[config.mk]
export PLATFORM = sky130hd
export DESIGN_NAME = fft_stage_sequencer_flat
export DESIGN_NICKNAME = d
export VERILOG_FILES = /design/src/rtl/fft_stage_sequencer_if.sv /design/src/rtl/fft_stage_sequencer.sv /design/src/flat_wrapper.sv
export SDC_FILE = /design/constraint.sdc
export NUM_CORES = 1
export LEC_CHECK = 0
export CELL_PAD_IN_SITES_DETAIL_PLACEMENT = 1
export CELL_PAD_IN_SITES_GLOBAL_PLACEMENT = 1
export CORE_ASPECT_RATIO = 1.25
export CORE_MARGIN = 1.5
export CORE_UTILIZATION = 42
export DETAILED_ROUTE_END_ITERATION = 8
export PLACE_DENSITY_LB_ADDON = 0.1
export SYNTH_ARGS = -nofsm -noshare
export SYNTH_HDL_FRONTEND = slang
export SYNTH_SLANG_ARGS = --single-unit
[constraint.sdc]
create_clock -name i_clk -period 8.37 [get_ports i_clk]
set_input_delay 2.511 -clock i_clk [delete_from_list [all_inputs] [get_ports i_clk]]
set_output_delay 2.511 -clock i_clk [all_outputs]
set_load 0.01 [all_outputs]
[src/rtl/fft_stage_sequencer_if.sv]
// rtl/fft_stage_sequencer_if.sv - butterfly issue / write-back handshake bundle
interface fft_stage_sequencer_if #(
    parameter int ADDR_W = 8,
    parameter int TW_W   = 7
);
    logic              issue_valid;
    logic              issue_ready;
    logic [ADDR_W-1:0] addr_a;
    logic [ADDR_W-1:0] addr_b;
    logic [TW_W-1:0]   tw_idx;
    logic              wb_valid;

    modport master (
        output issue_valid, addr_a, addr_b, tw_idx,
        input  issue_ready, wb_valid
    );

    modport slave (
        input  issue_valid, addr_a, addr_b, tw_idx,
        output issue_ready, wb_valid
    );
endinterface

[src/rtl/fft_stage_sequencer.sv]
// rtl/fft_stage_sequencer.sv - schedules an in-place radix-2 DIT FFT onto one shared butterfly
module fft_stage_sequencer #(
    parameter int N      = 256,
    parameter int LOG2N  = 8,
    parameter int ADDR_W = 8,
    parameter int TW_W   = 7,
    parameter int STG_W  = 3
) (
    input  logic                  i_clk,
    input  logic                  i_reset,
    input  logic                  i_start,
    fft_stage_sequencer_if.master bus,
    output logic [STG_W-1:0]      o_stage,
    output logic                  o_bank_sel,
    output logic                  o_busy,
    output logic                  o_done,
    output logic                  o_err
);
    typedef enum logic [2:0] {S_IDLE, S_ISSUE, S_DRAIN, S_NEXT, S_DONE} state_t;

    localparam logic [ADDR_W-1:0] K_LAST   = ADDR_W'(N / 2 - 1);
    localparam logic [STG_W-1:0]  LAST_STG = STG_W'(LOG2N - 1);

    state_t              r_state;
    logic [ADDR_W-1:0]   r_k;
    logic [ADDR_W-1:0]   r_out;
    logic [STG_W-1:0]    r_stage;
    logic                r_bank;
    logic                r_valid;
    logic                r_busy;
    logic                r_done;
    logic                r_err;
    logic [ADDR_W-1:0]   r_addr_a;
    logic [ADDR_W-1:0]   r_addr_b;
    logic [TW_W-1:0]     r_tw;

    state_t              w_state_nxt;
    logic [ADDR_W-1:0]   w_k_nxt;
    logic [ADDR_W-1:0]   w_out_nxt;
    logic [STG_W-1:0]    w_stage_nxt;
    logic                w_bank_nxt;
    logic                w_valid_nxt;
    logic                w_busy_nxt;
    logic                w_done_nxt;
    logic                w_err_nxt;
    logic                w_clr_out;
    logic                w_retire;
    logic [ADDR_W-1:0]   w_half;
    logic [ADDR_W-1:0]   w_j;
    logic [ADDR_W-1:0]   w_g;
    logic [ADDR_W-1:0]   w_gs;
    logic [ADDR_W-1:0]   w_a;
    logic [ADDR_W-1:0]   w_b;
    logic [TW_W-1:0]     w_tw;

    assign w_retire = r_valid & bus.issue_ready;

    always_comb begin
        w_state_nxt = r_state;
        w_k_nxt     = r_k;
        w_stage_nxt = r_stage;
        w_bank_nxt  = r_bank;
        w_valid_nxt = r_valid;
        w_busy_nxt  = r_busy;
        w_done_nxt  = 1'b0;
        w_clr_out   = 1'b0;
        case (r_state)
            S_IDLE: begin
                if (i_start) begin
                    w_state_nxt = S_ISSUE;
                    w_k_nxt     = '0;
                    w_stage_nxt = '0;
                    w_bank_nxt  = 1'b0;
                    w_valid_nxt = 1'b1;
                    w_busy_nxt  = 1'b1;
                    w_clr_out   = 1'b1;
                end
            end
            S_ISSUE: begin
                if (w_retire) begin
                    if (r_k == K_LAST) begin
                        w_state_nxt = S_DRAIN;
                        w_valid_nxt = 1'b0;
                    end else begin
                        w_k_nxt = r_k + 1'b1;
                    end
                end
            end
            S_DRAIN: begin
                if (r_out == '0) begin
                    w_state_nxt = S_NEXT;
                end
            end
            S_NEXT: begin
                if (r_stage == LAST_STG) begin
                    w_state_nxt = S_DONE;
                    w_done_nxt  = 1'b1;
                end else begin
                    w_state_nxt = S_ISSUE;
                    w_stage_nxt = r_stage + 1'b1;
                    w_bank_nxt  = ~r_bank;
                    w_k_nxt     = '0;
                    w_valid_nxt = 1'b1;
                end
            end
            S_DONE: begin
                w_state_nxt = S_IDLE;
                w_busy_nxt  = 1'b0;
            end
            default: w_state_nxt = S_IDLE;
        endcase
    end

    // A write-back with nothing in flight is a protocol error; the counter never underflows.
    always_comb begin
        w_out_nxt = r_out;
        w_err_nxt = r_err;
        if (!w_retire && bus.wb_valid && (r_out == '0)) begin
            w_err_nxt = 1'b1;
        end
        if (w_clr_out) begin
            w_out_nxt = '0;
        end else if (w_retire && !bus.wb_valid) begin
            w_out_nxt = r_out + 1'b1;
        end else if (!w_retire && bus.wb_valid && (r_out != '0)) begin
            w_out_nxt = r_out - 1'b1;
        end
    end

    // Operand addresses are derived from the next k/stage so they land registered with issue_valid.
    always_comb begin
        w_half = ADDR_W'(1) << w_stage_nxt;
        w_j    = w_k_nxt & (w_half - 1'b1);
        w_g    = w_k_nxt >> w_stage_nxt;
        w_gs   = w_g << w_stage_nxt;
        w_a    = ADDR_W'({w_gs, 1'b0}) | w_j;
        w_b    = w_a | w_half;
        w_tw   = TW_W'(w_j << (LAST_STG - w_stage_nxt));
    end

    always_ff @(posedge i_clk or negedge i_reset) begin
        if (!i_reset) begin
            r_state  <= S_IDLE;
            r_k      <= '0;
            r_out    <= '0;
            r_stage  <= '0;
            r_bank   <= 1'b0;
            r_valid  <= 1'b0;
            r_busy   <= 1'b0;
            r_done   <= 1'b0;
            r_err    <= 1'b0;
            r_addr_a <= '0;
            r_addr_b <= '0;
            r_tw     <= '0;
        end else begin
            r_state  <= w_state_nxt;
            r_k      <= w_k_nxt;
            r_out    <= w_out_nxt;
            r_stage  <= w_stage_nxt;
            r_bank   <= w_bank_nxt;
            r_valid  <= w_valid_nxt;
            r_busy   <= w_busy_nxt;
            r_done   <= w_done_nxt;
            r_err    <= w_err_nxt;
            if (w_valid_nxt) begin
                r_addr_a <= w_a;
                r_addr_b <= w_b;
                r_tw     <= w_tw;
            end
        end
    end

    assign bus.issue_valid = r_valid;
    assign bus.addr_a      = r_addr_a;
    assign bus.addr_b      = r_addr_b;
    assign bus.tw_idx      = r_tw;
    assign o_stage         = r_stage;
    assign o_bank_sel      = r_bank;
    assign o_busy          = r_busy;
    assign o_done          = r_done;
    assign o_err           = r_err;
endmodule

[src/flat_wrapper.sv]
// flat-port wrapper written by rule: the top's interface ports become plain ports
module fft_stage_sequencer_flat 
#(
    parameter int N      = 256,
    parameter int LOG2N  = 8,
    parameter int ADDR_W = 8,
    parameter int TW_W   = 7,
    parameter int STG_W  = 3
)
  (i_clk, i_reset, i_start, o_stage, o_bank_sel, o_busy, o_done, o_err, bus_issue_valid, bus_addr_a, bus_addr_b, bus_tw_idx, bus_issue_ready, bus_wb_valid);
  fft_stage_sequencer_if #(.ADDR_W(ADDR_W), .TW_W(TW_W)) bus_i ();
  input  logic i_clk;
  input  logic i_reset;
  input  logic i_start;
  output logic [STG_W-1:0] o_stage;
  output logic o_bank_sel;
  output logic o_busy;
  output logic o_done;
  output logic o_err;
  output wire logic [$bits(bus_i.issue_valid)-1:0] bus_issue_valid;
  output wire logic [$bits(bus_i.addr_a)-1:0] bus_addr_a;
  output wire logic [$bits(bus_i.addr_b)-1:0] bus_addr_b;
  output wire logic [$bits(bus_i.tw_idx)-1:0] bus_tw_idx;
  input wire logic [$bits(bus_i.issue_ready)-1:0] bus_issue_ready;
  input wire logic [$bits(bus_i.wb_valid)-1:0] bus_wb_valid;
  assign bus_issue_valid = bus_i.issue_valid;
  assign bus_addr_a = bus_i.addr_a;
  assign bus_addr_b = bus_i.addr_b;
  assign bus_tw_idx = bus_i.tw_idx;
  assign bus_i.issue_ready = bus_issue_ready;
  assign bus_i.wb_valid = bus_wb_valid;
  fft_stage_sequencer #(.N(N), .LOG2N(LOG2N), .ADDR_W(ADDR_W), .TW_W(TW_W), .STG_W(STG_W)) u_core (.i_clk(i_clk), .i_reset(i_reset), .i_start(i_start), .bus(bus_i), .o_stage(o_stage), .o_bank_sel(o_bank_sel), .o_busy(o_busy), .o_done(o_done), .o_err(o_err));
endmodule
==> results of run 1 <==
## power breakdown
group	internal [W]	switching [W]
sequential	0.000316	0.0000623
combinational	0.000225	0.000256
clock	0.0000593	0.0000858
## state kept, by name, indices dropped and copies added, names as in the netlist
register / flops
u_core.bus.addr_b: 8
u_core.o_done: 1
u_core.bus.tw_idx: 7
u_core.bus.issue_valid: 1
u_core.o_err: 1
u_core.o_busy: 1
u_core.r_k: 8
u_core.r_state: 3
u_core.o_stage: 3
u_core.o_bank_sel: 1
u_core.r_out: 8
u_core.bus.addr_a: 8
## Yosys cell counts, drive strengths merged, types with 3 or more instances
| master | instances | area (µm²) |
|---|---|---|
| dfrtp | 50 | 1251 |
| o21bai | 3 | 22.52 |
| nand2 | 38 | 142.6 |
| o21a | 3 | 22.52 |
| and3 | 9 | 56.30 |
| o22a | 4 | 35.03 |
| a21o | 3 | 22.52 |
| o31ai | 5 | 37.54 |
| nor2 | 35 | 138.9 |
| a21oi | 24 | 135.1 |
| nor2b | 3 | 18.77 |
| a211oi | 3 | 22.52 |
| ha | 9 | 112.6 |
| or2 | 4 | 25.02 |
| nor3b | 3 | 27.52 |
| a31oi | 12 | 75.07 |
| nand3 | 13 | 65.06 |
| a221oi | 3 | 32.53 |
| nor3 | 10 | 55.05 |
| clkbuf | 9 | 33.78 |
| o211a | 4 | 40.04 |
| inv | 14 | 52.55 |
| xnor2 | 4 | 35.03 |
| o21ai | 23 | 115.1 |
| and2 | 4 | 25.02 |
| o22ai | 3 | 18.77 |
| buf | 12 | 67.56 |
| nand2b | 4 | 25.02 |
| o211ai | 10 | 80.07 |
## worst max-delay path, cell delays in order
cell	delay, ns
clkdlybuf4s50_1	0.57
or4b_4	0.53
o211a_2	0.19
nor2_4	0.33
inv_2	0.19
nor2_1	0.30
nand2_1	0.12
ha_1	0.40
nor4b_1	0.56
o32ai_1	0.17
a21oi_1	0.16
## layout make-up
class                           count  area share, %
Timing Repair Buffer               36          9.543
Multi-Input combinational cell    282          49.75
Clock inverter                      2         0.3723
Clock buffer                        6          1.963
Sequential cell                    50          33.84
Inverter                           14          1.421
Tap cell                           92          3.113
## worst max path at each step
| stage | startpoint | endpoint | slack [ns] | cells past startpoint |
|---|---|---|---|---|
| 6_report | i_start | u_core.bus.addr_a[6] | 2.57 | 11 |
| 5_1_grt | i_start | u_core.bus.addr_a[6] | 2.36 | 11 |
| 4_1_cts | i_start | u_core.bus.addr_a[6] | 2.58 | 11 |
| 3_5_place_dp | i_start | u_core.bus.addr_a[6] | 2.26 | 11 |
| 3_3_place_gp | i_start | u_core.bus.addr_a[6] | 2.43 | 11 |
| 2_1_floorplan | i_start | u_core.bus.addr_a[6] | 3.56 | 11 |
## per-stage QoR
step,worst slack [ns],hold WS [ns],util [%]
after global routing,2.362,0.5193,49.66
after global placement,2.430,0.4554,48.50
after floorplan,3.560,0.5000,-
after detailed placement,2.258,0.4723,48.50
after CTS,2.579,0.4948,49.66
final,2.574,0.4867,49.66
## routing by layer
metal	share of wire, %	global-route usage (%)	routed length, µm	vias to the layer above
li1	-	-	-	1401
met1	42	29.18	3934	1524
met2	52	44.12	4868	49
met3	3.0	3.153	281	18
met4	2.6	8.735	246	0
met5	0	0	0	-
## kinds of logic (layout without fill, tap and decap cells)
logic type	after synthesis	count (layout)	share of synthesized area [%]
xor gates and xnor gates	5	5	1.350
AOI/OAI and AO/OA	126	126	28.46
and+or+nand+nor	140	140	22.48
DFF	50	50	38.57
adders and majority gates	10	10	4.088
buffers and inverters	35	58	4.743
muxes	1	1	0.3085
==> flow_metrics.env, run 1 <==
export IMPL_clk_pin_slew_ns=0.09
export IMPL_status="finished, final reports clean"
export IMPL_dieArea_um2=8264
export IMPL_cts_sinks=50
export IMPL_grtUsageTotal_pct=24.39
export IMPL_async_reset_ff_share_pct=100.0
export IMPL_cp_start_kind="input pin"
export IMPL_hp_start="u_core.o_err"
export IMPL_drc=0
export IMPL_routed_wirelength_mm=9.330
export IMPL_layout_common_cells="dfrtp_1, nand2_1, nor2_1, clkdlybuf4s50_1, a21oi_1"
export IMPL_cts_path_max_buffers=2
export IMPL_whs_endpoint="u_core.o_err"
export IMPL_r2r_end="u_core.bus.addr_a[6]"
export IMPL_slew_headroom_pct=35.07
export IMPL_finalSetupViolations=0
export IMPL_postCtsHoldBufs=0
export IMPL_clockRootBuffer="clkbuf_8"
export IMPL_min_path_type="register to register"
export IMPL_synth_warnings=0
export IMPL_drv_cap=0
export IMPL_leakage_nw=1.555
export IMPL_period_needed_ns=5.796
export IMPL_seq_area_um2=1251
export IMPL_final_nets=404
export IMPL_synth_distinct_cells=74
export IMPL_final_common_cell="dfrtp_1"
export IMPL_worst_setup_path_end_kind="register"
export IMPL_drtIter0Drc=132
export IMPL_finalPower_w=0.001004
export IMPL_gp_congestion=0.8833
export IMPL_syn_nets=382
export IMPL_io_buffers=35
export IMPL_r2r_slack_ns=4.57
export IMPL_route_vias_total=2992
export IMPL_clock_latency_ns=0.31
export IMPL_die_x_um=81.61
export IMPL_final_antenna_net_count=0
export IMPL_path_max_fanout=15
export IMPL_reg2reg_from="u_core.r_state[2]"
export IMPL_crit_arrival_ns=6.03
export IMPL_avgSynthCellArea_um2=8.840
export IMPL_finalCritPeriodShare_pct=69.24
export IMPL_pin_count=36
export IMPL_synth_seq_area_share_pct=38.57
export IMPL_antenna_found_initial=0
export IMPL_power_density_nw_per_um2=271.6
export IMPL_htreeDepth=2
export IMPL_fmax_ghz=0.1725
export IMPL_dpl_cell_area_um2=3611
export IMPL_postSynthCellCount=367
export IMPL_finalHoldViolations=0
export IMPL_synth_seq_cells=50
export IMPL_rows=35
export IMPL_synth_edff_count=0
export IMPL_cts_made_buffers=5
export IMPL_worst_setup_path_type="input pin to register"
export IMPL_crit_required_ns=8.61
export IMPL_rsz0062_at_grt="false"
export IMPL_die_h_um=101.3
export IMPL_multiInputGateArea_um2=1839
export IMPL_grt_pass1_wl_mm=15.58
export IMPL_drtPass1Iterations=4
export IMPL_dp_cells=474
export IMPL_instances_no_fill=482
export IMPL_post_cts_resized=0
export IMPL_fin_skew_ns=0.008278
export IMPL_tightest_slew_ns=0.9739
export IMPL_synthFlopType="dfrtp_1"
export IMPL_antennaDiodeCount=0
export IMPL_syn_area_um2=3244
export IMPL_reg2reg_depth=8
export IMPL_core_area_um2=7445
export IMPL_syn_to_final_growth_pct=13.96
export IMPL_layout_drive_gt1_share_pct=8.718
export IMPL_hpwl_mm=6.840
export IMPL_viasPerCell=6.207
export IMPL_num_fill_cells=892
export IMPL_grt_overflow_total=0
export IMPL_grt_pass1_vias=3159
export IMPL_post_cts_buffers=0
export IMPL_grt_max_degree=51
export IMPL_setup_tns_final_ns=0
export IMPL_fin_area_um2=3697
export IMPL_start_util_pct=43.58
export IMPL_routedWlPerCell_um=19.36
export IMPL_tritoncts="built"
export IMPL_irDropWorstVdd_v=0.0001317
export IMPL_whs_path_depth=1
export IMPL_drv_slew=0
(Power assumes the default switching activity.)
==> inputs of run 2 (changes only) <==
--- a/config.mk
+++ b/config.mk
@@ -9,7 +9,7 @@
 export CELL_PAD_IN_SITES_GLOBAL_PLACEMENT = 1
 export CORE_ASPECT_RATIO = 1.25
 export CORE_MARGIN = 1.5
-export CORE_UTILIZATION = 42
+export CORE_UTILIZATION = 39
 export DETAILED_ROUTE_END_ITERATION = 8
 export PLACE_DENSITY_LB_ADDON = 0.1
 export SYNTH_ARGS = -nofsm -noshare
==> constraint.sdc (replaced) <==
create_clock -name i_clk -period 5.05 [get_ports i_clk]
set_input_delay 1.515 -clock i_clk [delete_from_list [all_inputs] [get_ports i_clk]]
set_output_delay 1.515 -clock i_clk [all_outputs]
set_load 0.01 [all_outputs]
==> run 2 against run 1 <==
Compared with the run above:
- worst hold slack got worse by 0.013 ns
- first-iteration DRC count increased by 3.8%
- combinational power increased by 68%
- critical path depth increased by 1
- register-to-register slack got worse by 3.0 ns
- highest routed layer unchanged
==> flow_metrics.env, run 2 (same netlist as run 1, synthesis figures left out) <==
export IMPL_drtIter0Drc=137
export IMPL_gp_congestion=0.8372
export IMPL_leakage_nw=1.601
export IMPL_worstSetupEndpoint="u_core.bus.tw_idx[3]"
export IMPL_route_vias_total=3024
export IMPL_core_area_um2=8148
export IMPL_hpwl_mm=6.920
export IMPL_reg2reg_from="u_core.r_state[2]"
export IMPL_fin_skew_ns=0.006329
export IMPL_min_path_type="register to register"
export IMPL_clk_pin_slew_ns=0.10
export IMPL_die_x_um=84.58
export IMPL_rows=37
export IMPL_layout_drive_gt1_share_pct=10.55
export IMPL_viasPerCell=6.109
export IMPL_drv_cap=0
export IMPL_tritoncts="built"
export IMPL_r2r_slack_ns=1.60
export IMPL_irDropWorstVdd_v=0.0001944
export IMPL_drc=0
export IMPL_start_util_pct=39.82
export IMPL_slew_headroom_pct=48.41
export IMPL_grtUsageTotal_pct=21.84
export IMPL_post_cts_resized=0
export IMPL_path_max_fanout=12
export IMPL_status="finished, final reports clean"
export IMPL_dieArea_um2=8879
export IMPL_antennaDiodeCount=0
export IMPL_post_cts_buffers=0
export IMPL_crit_path_start="i_start"
export IMPL_finalCoreUtilization_pct=46.48
export IMPL_finalCritPeriodShare_pct=86.76
export IMPL_crit_required_ns=5.26
export IMPL_layout_common_cells="dfrtp_1, nand2_1, nor2_1, clkdlybuf4s50_1, a21oi_1"
export IMPL_io_buffers=35
export IMPL_grt_pass1_vias=3111
export IMPL_cts_made_buffers=5
export IMPL_htreeDepth=2
export IMPL_power_density_nw_per_um2=455.4
export IMPL_drv_slew=0
export IMPL_rsz0062_at_grt="false"
export IMPL_cts_sinks=50
export IMPL_worst_setup_path_end_kind="register"
export IMPL_final_antenna_net_count=0
export IMPL_final_common_cell="dfrtp_1"
export IMPL_cp_start_kind="input pin"
export IMPL_r2r_end="u_core.bus.tw_idx[3]"
export IMPL_fmax_ghz=0.2282
export IMPL_cts_path_max_buffers=2
export IMPL_finalPower_w=0.001725
export IMPL_routed_wirelength_mm=9.501
export IMPL_reg2reg_depth=9
export IMPL_finalSetupViolations=0
export IMPL_routedWlPerCell_um=19.19
export IMPL_finalHoldViolations=0
export IMPL_grt_pass1_wl_mm=15.57
export IMPL_tightest_slew_ns=0.7726
export IMPL_die_h_um=105.0
export IMPL_instances_no_fill=495
export IMPL_drtPass1Iterations=4
export IMPL_syn_to_final_growth_pct=16.74
export IMPL_clockRootBuffer="clkbuf_8"
export IMPL_clock_latency_ns=0.31
export IMPL_antenna_found_initial=0
export IMPL_crit_arrival_ns=4.59
export IMPL_pin_count=36
export IMPL_grt_max_degree=51
export IMPL_setup_tns_final_ns=0
export IMPL_final_nets=412
export IMPL_grt_overflow_total=0
export IMPL_period_needed_ns=4.381
export IMPL_postCtsHoldBufs=0
export IMPL_worst_setup_path_type="input pin to register"
export IMPL_dp_cells=487
## run 2: cell count changes in the layout (fill, tap and decap cells not counted)
| cell | change |
|---|---|
| clkinv_2 | -1 |
| clkinv_4 | -1 |
| bufinv_16 | +1 |
| clkinvlp_4 | +1 |
| buf_4 | +8 |
## run 2: worst min path at each step
stage / slack [ns] / to / cells past startpoint / from
global route: 0.51 / u_core.o_err / 1 / u_core.o_err
floorplan: 0.50 / u_core.r_out[3] / 2 / u_core.r_out[3]
CTS: 0.48 / u_core.o_err / 1 / u_core.o_err
detailed placement: 0.46 / u_core.o_err / 1 / u_core.o_err
global placement: 0.45 / u_core.o_err / 1 / u_core.o_err
finish: 0.47 / u_core.o_err / 1 / u_core.o_err
## run 2: report_power, final
group / internal, W / total, W / leakage [nW] / switching [W]
sequential: 0.000524 / 0.000630 / 0.599 / 0.000106
clock: 0.000148 / 0.000290 / 0.0514 / 0.000142
combinational: 0.000380 / 0.000806 / 0.951 / 0.000426
total: 0.00105 / 0.00172 / 1.60 / 0.000673
## run 2: per-stage QoR
stage,setup slack [ns],cell area [µm²],hold WS (ns)
floorplan,1.236,3244,0.5000
global placement,0.4518,3677,0.4521
detailed placement,0.3401,3677,0.4601
CTS,0.6585,3787,0.4810
global route,0.4804,3787,0.5051
finish,0.6686,3787,0.4741
## run 2: final cells by class
type,instances,area [µm²]
Inverter,14,52.55
Fill cell,960,4360
Tap cell,97,121.4
Timing Repair Buffer,44,412.9
Multi-Input combinational cell,282,1839
Sequential cell,50,1251
Clock buffer,6,72.57
Clock inverter,2,37.54
## run 2: metal layers
metal | track usage (%) | wire length [µm]
met5 | 0 | 0
met4 | 8.180 | 231
met3 | 3.081 | 309
met2 | 39.63 | 4859
met1 | 25.76 | 4101
## run 2: worst max-delay path: stages
cell and delay (ns):
clkdlybuf4s50_1 0.57, or4b_4 0.53, o211a_2 0.19, nor2_4 0.12, inv_2 0.11, nor2_1 0.27, nand2_1 0.10, ha_1 0.37
xnor2_1 0.20, a32oi_1 0.27, nand2_1 0.08, a32o_1 0.25
==> inputs of run 3 (changes only) <==
--- a/config.mk
+++ b/config.mk
@@ -12,6 +12,7 @@
 export CORE_UTILIZATION = 39
 export DETAILED_ROUTE_END_ITERATION = 8
 export PLACE_DENSITY_LB_ADDON = 0.1
+export REMOVE_ABC_BUFFERS = 1
 export SYNTH_ARGS = -nofsm -noshare
 export SYNTH_HDL_FRONTEND = slang
 export SYNTH_SLANG_ARGS = --single-unit
==> run 3 against run 2 <==
Compared with the run above:
- sequential cell count is the same
- combinational power grew 1%
- design area grew 0.40%
- sequential share of layout area shrank 0.13 points
- utilization grew 0.18 points
- die area is the same
- maximum frequency grew 2.5%
- cell count grew 0.40%
- via count is the same
==> flow_metrics.env, run 3 (same netlist as run 1, synthesis figures left out) <==
export IMPL_rows=37
export IMPL_layout_common_cells="dfrtp_1, nand2_1, nor2_1, clkdlybuf4s50_1, a21oi_1"
export IMPL_drtIter0Drc=108
export IMPL_irDropWorstVdd_v=0.0002155
export IMPL_clk_pin_slew_ns=0.10
export IMPL_clockRootBuffer="clkbuf_8"
export IMPL_crit_required_ns=5.30
export IMPL_period_needed_ns=4.276
export IMPL_setup_tns_final_ns=0
export IMPL_cts_made_buffers=5
export IMPL_drv_slew=0
export IMPL_r2r_slack_ns=1.64
export IMPL_routed_wirelength_mm=9.549
export IMPL_multiInputGateArea_um2=1839
export IMPL_crit_arrival_ns=4.53
export IMPL_hpwl_mm=7.056
export IMPL_postCtsHoldBufs=0
export IMPL_route_vias_total=3024
export IMPL_layout_drive_gt1_share_pct=11.00
export IMPL_post_cts_buffers=0
export IMPL_cpPeakStageDelay_ns=0.58
export IMPL_worst_setup_path_type="input pin to register"
export IMPL_post_cts_resized=0
export IMPL_fin_skew_ns=0.008526
export IMPL_worst_setup_path_end_kind="register"
export IMPL_critical_path_slowest_cell="nor4b_1"
export IMPL_grt_pass1_vias=3211
export IMPL_final_antenna_net_count=0
export IMPL_critical_path_top_delay_family="simple AND/OR/NAND/NOR gates"
export IMPL_path_cells="clkdlybuf4s50_1 -> or4b_4 -> o211a_2 -> nor2_4 -> inv_2 -> nor2_1 -> nand2_1 -> ha_1 -> nor4b_1 -> o32ai_1 -> a21oi_1"
export IMPL_power_density_nw_per_um2=455.9
export IMPL_io_buffers=35
export IMPL_grt_max_degree=36
export IMPL_antennaDiodeCount=0
export IMPL_finalCoreUtilization_pct=46.67
export IMPL_start_util_pct=39.82
export IMPL_die_h_um=105.0
export IMPL_path_buf_inv=2
export IMPL_hold_ws_ns=0.4762
export IMPL_antenna_found_initial=0
export IMPL_cp_start_kind="input pin"
export IMPL_final_nets=414
export IMPL_rsz0062_at_grt="false"
export IMPL_viasPerCell=6.085
export IMPL_instances_no_fill=497
export IMPL_fmax_ghz=0.2339
export IMPL_finalSetupViolations=0
export IMPL_drv_cap=0
export IMPL_num_fill_cells=989
export IMPL_cts_path_max_buffers=2
export IMPL_drc=0
export IMPL_dp_cells=489
export IMPL_grt_pass1_wl_mm=16.07
export IMPL_clock_latency_ns=0.32
export IMPL_syn_to_final_growth_pct=17.20
export IMPL_finalCritPeriodShare_pct=84.66
export IMPL_tritoncts="built"
export IMPL_leakage_nw=1.609
export IMPL_final_common_cell="dfrtp_1"
export IMPL_grt_overflow_total=0
export IMPL_status="finished, final reports clean"
export IMPL_finalHoldViolations=0
export IMPL_dieArea_um2=8879
export IMPL_gp_congestion=0.8305
export IMPL_slew_headroom_pct=49.33
export IMPL_path_max_fanout=12
export IMPL_routedWlPerCell_um=19.21
export IMPL_htreeDepth=2
export IMPL_pin_count=36
export IMPL_min_path_type="register to register"
export IMPL_die_x_um=84.58
export IMPL_tightest_slew_ns=0.7588
export IMPL_cts_sinks=50
export IMPL_seq_area_um2=1251
export IMPL_grtUsageTotal_pct=22.73
export IMPL_core_area_um2=8148
export IMPL_drtPass1Iterations=4
## run 3: cell count changes in the layout (fill, tap and decap cells not counted)
| cell | before | now |
|---|---|---|
| buf_4 | 9 | 11 |
## run 3: per-layer routing
| metal | up-vias | routed length, µm | track usage [%] |
|---|---|---|---|
| met5 | - | 0 | 0 |
| met4 | 0 | 249 | 9.332 |
| met3 | 15 | 255 | 3.160 |
| met2 | 49 | 4948 | 41.61 |
| met1 | 1531 | 4097 | 26.18 |
| li1 | 1429 | - | - |
## run 3: path summary, 6_finish.rpt
| kind | startpoint | endpoint | cells past startpoint |
|---|---|---|---|
| setup reg to reg | u_core.r_state[2] | u_core.bus.addr_a[6] | 8 |
| hold / removal | u_core.o_err | u_core.o_err | 1 |
| min in group asynchronous | i_reset | u_core.r_out[5] | 1 |
| max in group asynchronous | i_reset | u_core.bus.tw_idx[6] | 2 |
| hold reg to reg | u_core.o_err | u_core.o_err | 1 |
| setup / recovery | i_start | u_core.bus.addr_a[6] | 11 |
## run 3: stage by stage
| stage | setup slack (ns) | instance area (µm²) | total power, W |
|---|---|---|---|
| floorplan | 1.112 | 3143 | 0.001123 |
| global placement | 0.5066 | 3692 | 0.001430 |
| detailed placement | 0.4267 | 3692 | 0.001453 |
| CTS | 0.7629 | 3802 | 0.001753 |
| global route | 0.5465 | 3802 | 0.001867 |
| finish | 0.7745 | 3802 | 0.001733 |
## run 3: layout make-up
| type | instances | area share [%] |
|---|---|---|
| multi-input cells | 282 | 48.37 |
| well taps | 97 | 3.192 |
| repair buffers | 46 | 11.25 |
| inverters | 14 | 1.382 |
| flip-flops and latches | 50 | 32.91 |
| clock buffers | 6 | 1.909 |
| clock inverters | 2 | 0.9872 |
## run 3: power by group
group | switching, W | internal, W | total (W)
registers | 0.000103 | 0.000524 | 0.000627
logic | 0.000436 | 0.000380 | 0.000816
clock network | 0.000143 | 0.000148 | 0.000291
total | 0.000682 | 0.00105 | 0.00173
